**src/rtl/if_fetch_unit_pkg.sv**
```systemverilog
// Shared definitions for the instruction-fetch front end: fetch FSM state
// encoding, instruction width, NOP word and PC step.
// Optional feature macro used by the top: IF_FETCH_PERF_EN.
package if_fetch_unit_pkg;

    localparam int          INSTR_W     = 32;
    localparam logic [31:0] NOP_INSTR_C = 32'h0000_0000;
    localparam int          PC_INC      = 4;

    // REQ  : driving a request at pc, waiting for grant
    // WAIT : request granted, waiting for the instruction word
    // DROP : a redirect overtook the outstanding request; swallow its response
    // HOLD : a valid instruction is presented to the IF/ID register
    typedef enum logic [1:0] {
        ST_REQ  = 2'd0,
        ST_WAIT = 2'd1,
        ST_DROP = 2'd2,
        ST_HOLD = 2'd3
    } fetch_state_e;

endpackage

```
**src/rtl/if_fetch_unit_if.sv**
```systemverilog
// Instruction-memory bus between the fetch unit (master) and memory (slave).
// Handshake: the master holds mem_req/mem_addr stable until a cycle with
// mem_req && mem_gnt (request accepted); exactly one response follows later
// as a single-cycle mem_rvalid pulse carrying mem_rdata. At most one request
// is outstanding, so the master never raises mem_req while awaiting rvalid.
interface if_fetch_unit_if #(
    parameter int ADDR_W = 32
);
    import if_fetch_unit_pkg::*;

    logic                mem_req;
    logic [ADDR_W-1:0]   mem_addr;
    logic                mem_gnt;
    logic                mem_rvalid;
    logic [INSTR_W-1:0]  mem_rdata;

    modport master (
        output mem_req,
        output mem_addr,
        input  mem_gnt,
        input  mem_rvalid,
        input  mem_rdata
    );

    modport slave (
        input  mem_req,
        input  mem_addr,
        output mem_gnt,
        output mem_rvalid,
        output mem_rdata
    );

endinterface

```
**src/rtl/if_fetch_unit_pc_reg.sv**
```systemverilog
// Program counter register for the fetch unit: load wins over increment,
// otherwise hold. Also provides pc+4 (wrapping modulo 2^ADDR_W).
module if_pc_reg
    import if_fetch_unit_pkg::*;
#(
    parameter int                ADDR_W   = 32,
    parameter logic [ADDR_W-1:0] RESET_PC = '0
) (
    input  logic              clk,
    input  logic              rst,
    input  logic              load_i,
    input  logic [ADDR_W-1:0] load_addr_i,
    input  logic              inc_i,
    output logic [ADDR_W-1:0] pc_o,
    output logic [ADDR_W-1:0] pc_plus4_o
);

    localparam logic [ADDR_W-1:0] STEP = ADDR_W'(PC_INC);

    logic [ADDR_W-1:0] pc_q;
    logic [ADDR_W-1:0] pc_d;

    // Next pc: redirect target, sequential step, or hold.
    always_comb begin
        pc_d = pc_q;
        if (load_i) begin
            pc_d = load_addr_i;
        end else if (inc_i) begin
            pc_d = pc_q + STEP;
        end
    end

    // PC register with synchronous reset to RESET_PC.
    always_ff @(posedge clk) begin
        if (rst) begin
            pc_q <= RESET_PC;
        end else begin
            pc_q <= pc_d;
        end
    end

    assign pc_o       = pc_q;
    assign pc_plus4_o = pc_q + STEP;

endmodule

```
**src/rtl/if_fetch_unit.sv**
```systemverilog
// Instruction-fetch front end. Owns the pc, fetches one word at a time over
// the request/grant/response bus, presents it to IF/ID while in HOLD, and
// emits NOP bubbles with fetch_stall elsewhere. Taken branches redirect pc
// and any in-flight response is discarded.
// Optional: define IF_FETCH_PERF_EN to add saturating stall/redirect counters.
module if_fetch_unit
    import if_fetch_unit_pkg::*;
#(
    parameter int                ADDR_W    = 32,
    parameter logic [ADDR_W-1:0] RESET_PC  = '0,
    parameter logic [31:0]       NOP_INSTR = NOP_INSTR_C
) (
    input  logic                 clk,
    input  logic                 rst,
    input  logic                 freeze,
    input  logic                 branch_taken,
    input  logic [ADDR_W-1:0]    branch_addr,
    if_fetch_unit_if.master      mem,
    output logic [ADDR_W-1:0]    pc_out,
    output logic [INSTR_W-1:0]   instr_out,
    output logic                 fetch_stall,
    output fetch_state_e         dbg_state
`ifdef IF_FETCH_PERF_EN
    ,
    output logic [31:0]          perf_stall_cnt,
    output logic [31:0]          perf_redirect_cnt
`endif
);

    fetch_state_e         state_q;
    fetch_state_e         state_d;
    logic [INSTR_W-1:0]   ibuf_q;
    logic [INSTR_W-1:0]   ibuf_d;
    logic                 pc_load;
    logic                 pc_inc;
    logic                 req;
    logic [ADDR_W-1:0]    pc;
    logic [ADDR_W-1:0]    pc_plus4;

    if_pc_reg #(
        .ADDR_W   (ADDR_W),
        .RESET_PC (RESET_PC)
    ) u_pc_reg (
        .clk         (clk),
        .rst         (rst),
        .load_i      (pc_load),
        .load_addr_i (branch_addr),
        .inc_i       (pc_inc),
        .pc_o        (pc),
        .pc_plus4_o  (pc_plus4)
    );

    // Fetch FSM next-state and pc control; branch_taken outranks freeze.
    always_comb begin
        state_d = state_q;
        ibuf_d  = ibuf_q;
        pc_load = 1'b0;
        pc_inc  = 1'b0;
        req     = 1'b0;
        case (state_q)
            ST_REQ: begin
                req = 1'b1;
                if (branch_taken) begin
                    pc_load = 1'b1;
                end
                if (mem.mem_gnt) begin
                    // A grant on the redirect cycle fetches a stale address.
                    state_d = branch_taken ? ST_DROP : ST_WAIT;
                end
            end
            ST_WAIT: begin
                if (mem.mem_rvalid) begin
                    if (branch_taken) begin
                        pc_load = 1'b1;
                        state_d = ST_REQ;
                    end else begin
                        ibuf_d  = mem.mem_rdata;
                        state_d = ST_HOLD;
                    end
                end else if (branch_taken) begin
                    pc_load = 1'b1;
                    state_d = ST_DROP;
                end
            end
            ST_DROP: begin
                if (branch_taken) begin
                    pc_load = 1'b1;
                end
                if (mem.mem_rvalid) begin
                    state_d = ST_REQ;
                end
            end
            ST_HOLD: begin
                if (branch_taken) begin
                    pc_load = 1'b1;
                    state_d = ST_REQ;
                end else if (!freeze) begin
                    pc_inc  = 1'b1;
                    state_d = ST_REQ;
                end
            end
            default: begin
                state_d = ST_REQ;
            end
        endcase
    end

    // FSM state and instruction buffer registers.
    always_ff @(posedge clk) begin
        if (rst) begin
            state_q <= ST_REQ;
            ibuf_q  <= NOP_INSTR;
        end else begin
            state_q <= state_d;
            ibuf_q  <= ibuf_d;
        end
    end

    assign mem.mem_req  = req;
    assign mem.mem_addr = pc;
    assign pc_out       = pc_plus4;
    assign fetch_stall  = (state_q != ST_HOLD);
    assign instr_out    = (state_q == ST_HOLD) ? ibuf_q : NOP_INSTR;
    assign dbg_state    = state_q;

`ifdef IF_FETCH_PERF_EN
    logic [31:0] stall_cnt_q;
    logic [31:0] redirect_cnt_q;

    // Saturating counters of bubble cycles and accepted redirects.
    always_ff @(posedge clk) begin
        if (rst) begin
            stall_cnt_q    <= '0;
            redirect_cnt_q <= '0;
        end else begin
            if (fetch_stall && (stall_cnt_q != 32'hFFFF_FFFF)) begin
                stall_cnt_q <= stall_cnt_q + 32'd1;
            end
            if (branch_taken && (redirect_cnt_q != 32'hFFFF_FFFF)) begin
                redirect_cnt_q <= redirect_cnt_q + 32'd1;
            end
        end
    end

    assign perf_stall_cnt    = stall_cnt_q;
    assign perf_redirect_cnt = redirect_cnt_q;
`endif

endmodule

```
**src/flat_wrapper.sv**
```systemverilog
// flat-port wrapper written by rule: the top's interface ports become plain ports
module if_fetch_unit_flat import if_fetch_unit_pkg::*;
#(
    parameter int                ADDR_W    = 32,
    parameter logic [ADDR_W-1:0] RESET_PC  = '0,
    parameter logic [31:0]       NOP_INSTR = NOP_INSTR_C
)
  (clk, rst, freeze, branch_taken, branch_addr, pc_out, instr_out, fetch_stall, dbg_state, mem_mem_req, mem_mem_addr, mem_mem_gnt, mem_mem_rvalid, mem_mem_rdata);
  if_fetch_unit_if #(.ADDR_W(ADDR_W)) mem_i ();
  input  logic clk;
  input  logic rst;
  input  logic freeze;
  input  logic branch_taken;
  input  logic [ADDR_W-1:0] branch_addr;
  output logic [ADDR_W-1:0] pc_out;
  output logic [INSTR_W-1:0] instr_out;
  output logic fetch_stall;
  output fetch_state_e dbg_state;
  output wire logic [$bits(mem_i.mem_req)-1:0] mem_mem_req;
  output wire logic [$bits(mem_i.mem_addr)-1:0] mem_mem_addr;
  input wire logic [$bits(mem_i.mem_gnt)-1:0] mem_mem_gnt;
  input wire logic [$bits(mem_i.mem_rvalid)-1:0] mem_mem_rvalid;
  input wire logic [$bits(mem_i.mem_rdata)-1:0] mem_mem_rdata;
  assign mem_mem_req = mem_i.mem_req;
  assign mem_mem_addr = mem_i.mem_addr;
  assign mem_i.mem_gnt = mem_mem_gnt;
  assign mem_i.mem_rvalid = mem_mem_rvalid;
  assign mem_i.mem_rdata = mem_mem_rdata;
  if_fetch_unit #(.ADDR_W(ADDR_W), .RESET_PC(RESET_PC), .NOP_INSTR(NOP_INSTR)) u_core (.clk(clk), .rst(rst), .freeze(freeze), .branch_taken(branch_taken), .branch_addr(branch_addr), .mem(mem_i), .pc_out(pc_out), .instr_out(instr_out), .fetch_stall(fetch_stall), .dbg_state(dbg_state));
endmodule
```
**config.mk**
```make
export PLATFORM = sky130hd
export DESIGN_NAME = if_fetch_unit_flat
export DESIGN_NICKNAME = d
export VERILOG_FILES = /design/src/rtl/if_fetch_unit_pkg.sv /design/src/rtl/if_fetch_unit_if.sv /design/src/rtl/if_fetch_unit_pc_reg.sv /design/src/rtl/if_fetch_unit.sv /design/src/flat_wrapper.sv
export SDC_FILE = /design/constraint.sdc
export NUM_CORES = 1
export LEC_CHECK = 0
export CAP_MARGIN = 40
export CORE_ASPECT_RATIO = 0.7
export CORE_MARGIN = 2
export CORE_UTILIZATION = 40
export DETAILED_ROUTE_END_ITERATION = 8
export PLACE_DENSITY = 0.77
export SLEW_MARGIN = 20
export SYNTH_ARGS = -nofsm -noshare
export SYNTH_HDL_FRONTEND = slang
export SYNTH_SLANG_ARGS = --single-unit
```
**constraint.sdc**
```tcl
create_clock -name clk -period 3 [get_ports clk]
set_input_delay 0.6 -clock clk [delete_from_list [all_inputs] [get_ports clk]]
set_output_delay 0.6 -clock clk [all_outputs]
set_load 0.1 [all_outputs]
```
---- After elaboration in Yosys (flattened, before gate mapping) ----
Index checks and enable logic that the tools add are counted.
operators by class
  equal/unequal tests ..................... 8
  mux-type cells .......................... 18
  multipliers ............................. 0
  order comparisons ....................... 0
  divide/modulo/power cells ............... 0
  shift-type cells ........................ 0
  $add $sub $neg .......................... 1
  reduce and logical (&&, ||, !) cells .... 5
  bitwise logic cells ..................... 1
operator list
  operator                 count
  $mux W32                 3
  $add A32 B3 Y32 const B  1
  $mux W2                  8
  $pmux W2 S4              1
  $mux W1                  6
  $ne A2 B2 Y1 const B     3
  $ne A3 B3 Y1 const B     2
  $eq A2 B2 Y1 const B     2
  $reduce_and A4 Y1        1
  $reduce_or A4 Y1         1
  $reduce_and A3 Y1        1
  $eq A2 B1 Y1 const B     1
  $logic_not A2 Y1         1
  $reduce_bool A2 Y1       1
  $not A1 Y1               1
storage, ports and cells
  latch bits .............................. 0
  bits in read-only memories .............. 0
  memory bits (writable) .................. 0
  flip-flop bits (word level) ............. 66
  logic and storage cells ................. 36
  memories kept ........................... 0

---- Longest topological paths before layout ----
  depth after elaboration ................. 5
  gate-level depth with buffers ........... 6

---- By module ----
A second synthesis with hierarchy kept.
second synthesis, totals
  cell total of the unflattened synthesis .. 505
  area total of the unflattened synthesis .. 4,021.4 um2
modules (own cells, without submodules)
  module         times used  area each (um2)  sequential area each (um2)  cells an instance
  if_pc_reg      1           2,351.0          640.6                       308
  if_fetch_unit  1           1,670.4          680.7                       197

---- Worst setup path before layout ----
OpenSTA, ideal clock, no wires.
  path type ............................... reg-to-output
  from .................................... reg u_core.u_pc_reg.pc_q[10] (netlist: u_core.u_pc_reg.pc_o[10])
  to ...................................... out pc_out[23]
  stages on the path, launching flop included .. 7
  path slack .............................. -1.587 ns
  arrival ................................. 3.987 ns
  cells stage by stage .................... dfxtp_1 > clkbuf_2 > nand4_1 > nor4_2 > clkbuf_1 > nand4_1 > xnor2_1
on the way
  cells in the longest elaborated chain, start to end .. 1
RTL lines
  element                   line                        source
  start: declaration        if_fetch_unit_pc_reg.sv:20  logic [ADDR_W-1:0] pc_q;
  start signal: assignment  if_fetch_unit_pc_reg.sv:38  pc_q <= pc_d;
  $add A32 B3 Y32           if_fetch_unit_pc_reg.sv:43  assign pc_plus4_o = pc_q + STEP;
  end: declaration          flat_wrapper.sv:15          output logic [ADDR_W-1:0] pc_out;
No other way between the ends.

---- Worst setup path after layout ----
  from .................................... reg u_core.u_pc_reg.pc_q[16] (netlist: u_core.u_pc_reg.pc_o[16])
  to ...................................... out pc_out[25]
Same word-level chain as after synthesis.

==> out/metrics.cfg <==
[clock_tree]
clk_latency_ns=0.33
cts_tree=done
path_clk_slew_ns=0.05
htree_levels=3
cts_buffer_depth=2
cts_buffers=9
cts.sinks=66
post-cts-setup-buffers=0
cts-root-buf=clkbuf_16

[floorplanning]
coreArea_um2=9180
die_x_um=121
start_util=0.415
die_h_um=85.7
io_pins=170
die_area_um2=10300
num_rows=29

[drt]
drt-pass1-iter-count=6
drtIter0Drc=483
drc=0
avgRoutedWirePerCell_um=17.5
drt-vias-per-instance=5.69
vias=4493
antenna_left=0
routed_wl_um=13800

[final_layout]
final_common_cell=nand2_1
nFillCells=662
final_cell_mix=91 x nand2_1, 75 x buf_4, 68 x clkdlybuf4s50_1
fin_util=0.727
post-route-cell-area_um2=6680
fin_nets=733
area_delta_synth_final_pct=75.1
diodes=0
layout-drive-gt1-share=0.329
fin_cells=790

[timing]
rsz0062_at_grt=no
setup_violations=0
drv_slew=0
clock_skew_ns=0.00558
finalCriticalPeriod_ns=2.91
relSlewSlack=0.524
post-route-period-util=0.971
tightest_slew_ns=0.713
setup_ws_ns=0.0874
final_hold_viol_count=0
fmax_mhz=343

[pwr]
leakage_nw=2.62
seqPwrFrac=0.344
intPower_mw=1.83
power_mw=2.91
p_sw_mw=1.08
p_per_area_nw_per_um2=436
vdd_drop_max_uv=492
clockPowerShare=0.348
switching_share=0.372
combPwrFrac=0.308

[grt]
grt_pass1_wl_um=21900
grt_max_degree=55
antenna_found_initial=0
gr-usage-all-layers=0.264
grt_pass1_vias=4261
grt-ovfl-total=0

[setup_path]
worst-setup-path-type=flop to primary output
start_kind=flop
critPathRequiredTime_ns=2.40
cp-end-kind=primary output
arrival_ns=2.31
critPathMaxFanout=8

[min_path]
min_path_type=flop to flop

[status]
status=finished clean

[job]
maxCapViolations=0

[placed_design]
io_buffers=169
dpl_cell_area_um2=6390
dp_worst_setup_slack_ns=0.286
globalplace.congestion=0.905
dp_hpwl_um=10200
dp_cells=775

[logic_synthesis]
synth_cell_types=48
syn_avg_cell_area_um2=7.45
ys_seq_area_frac=0.346
synthArstFlopShare=0
syn_area_um2=3810
synth-seq-cells=66
synthCells=512
synthFlopType=dfxtp_1
yosysWarnings=0
syn_nets=583
synth_edf_count=0

final timing paths:
kind / endpoint / depth (start not counted) / start / slack, ns
hold reg to reg: u_core.ibuf_q[9] / 2 / u_core.ibuf_q[9] / 0.45
setup reg to reg: u_core.u_pc_reg.pc_o[12] / 5 / u_core.dbg_state[1] / 0.69
hold / removal: u_core.ibuf_q[9] / 2 / u_core.ibuf_q[9] / 0.45
setup / recovery: pc_out[25] / 5 / u_core.u_pc_reg.pc_o[16] / 0.09
through the flow:
step / hold slack [ns] / TNS, ns
2_1_floorplan: 0.432 / -0.236
6_report: 0.449 / 0
3_3_place_gp: 0.437 / 0
3_5_place_dp: 0.443 / 0
4_1_cts: 0.450 / 0
5_1_grt: 0.471 / 0
cells by family after synthesis:
group | after synthesis | share of synthesized area
multiplexers | 2 | 0.00525
flip-flops | 66 | 0.346
adder cells (fa/ha/maj) | 1 | 0.00328
AO/OA/AOI/OAI | 93 | 0.157
AND/OR/NAND/NOR | 256 | 0.339
buffers and inverters | 55 | 0.0594
XOR/XNOR | 39 | 0.0896
registers in the layout, indices dropped and copies added, names as in the netlist:
register / cells
u_core.ibuf_q: 32
u_core.u_pc_reg.pc_o: 32
u_core.dbg_state: 2
layout make-up:
class                      instances  area (um^2)  share of cell area
clock buffer                      11          264              0.0395
timing repair buffer             187         2110               0.316
sequential                        66         1400               0.209
clock inverter                     4         22.5             0.00337
inverter                           7         26.3             0.00393
tap                              124          155              0.0232
multi-input combinational        391         2700               0.405
synth_stat cells, types with 2 or more instances:
master,count,share of area
mux2i_1,2,0.0052
dfxtp_1,66,0.35
o221ai_1,4,0.0092
and3_1,36,0.059
xnor2_1,21,0.048
xor2_1,18,0.041
o31ai_1,5,0.0098
a311oi_1,7,0.016
nor2b_1,3,0.0049
a221oi_1,2,0.0046
clkbuf_1,40,0.039
a41oi_1,2,0.0046
a31oi_1,4,0.0066
and4_1,5,0.011
buf_2,2,0.0026
and2_1,3,0.0049
nor4_1,12,0.020
nand4b_1,3,0.0069
clkbuf_2,2,0.0026
a211o_1,2,0.0046
or2_2,3,0.0049
a211oi_1,13,0.026
nor2_1,39,0.038
o211ai_1,2,0.0039
buf_4,2,0.0039
or3_1,3,0.0049
nand2_1,91,0.090
o21ai_0,7,0.0092
nand4_1,13,0.021
nor3_1,15,0.020
nand3_1,17,0.022
inv_1,7,0.0069
a21oi_1,42,0.055
or4_1,5,0.0098
per-layer routing:
metal	up-vias	track usage	part of all wire
met2	226	0.420	0.46
met3	20	0.0738	0.090
met4	0	0.0581	0.013
met1	2132	0.359	0.44
li1	2115	-	-
met5	-	0	0
worst max-delay path, cell delays in order (launching register included):
cell and delay [ns]:
dfxtp_4 0.40, nand4_1 0.21, or4_4 0.66, nor3_4 0.33, xor2_4 0.19, buf_12 0.19
power groups by stage:
stage / combinational (mW) / clock, mW / sequential [mW]
2_1_floorplan: 0.421 / 0 / 1.20
3_3_place_gp: 0.890 / 0 / 1.01
3_5_place_dp: 0.895 / 0 / 1.02
4_1_cts: 0.899 / 1.02 / 0.999
5_1_grt: 0.927 / 1.06 / 1.01
6_report: 0.897 / 1.01 / 1.00
what timing repair did:
item                                    4_1_cts  5_1_grt
resized for setup                             1        0
endpoints found under the setup margin        1        0
hold buffers                                  0        0
Power figures use the tool's default switching activity.
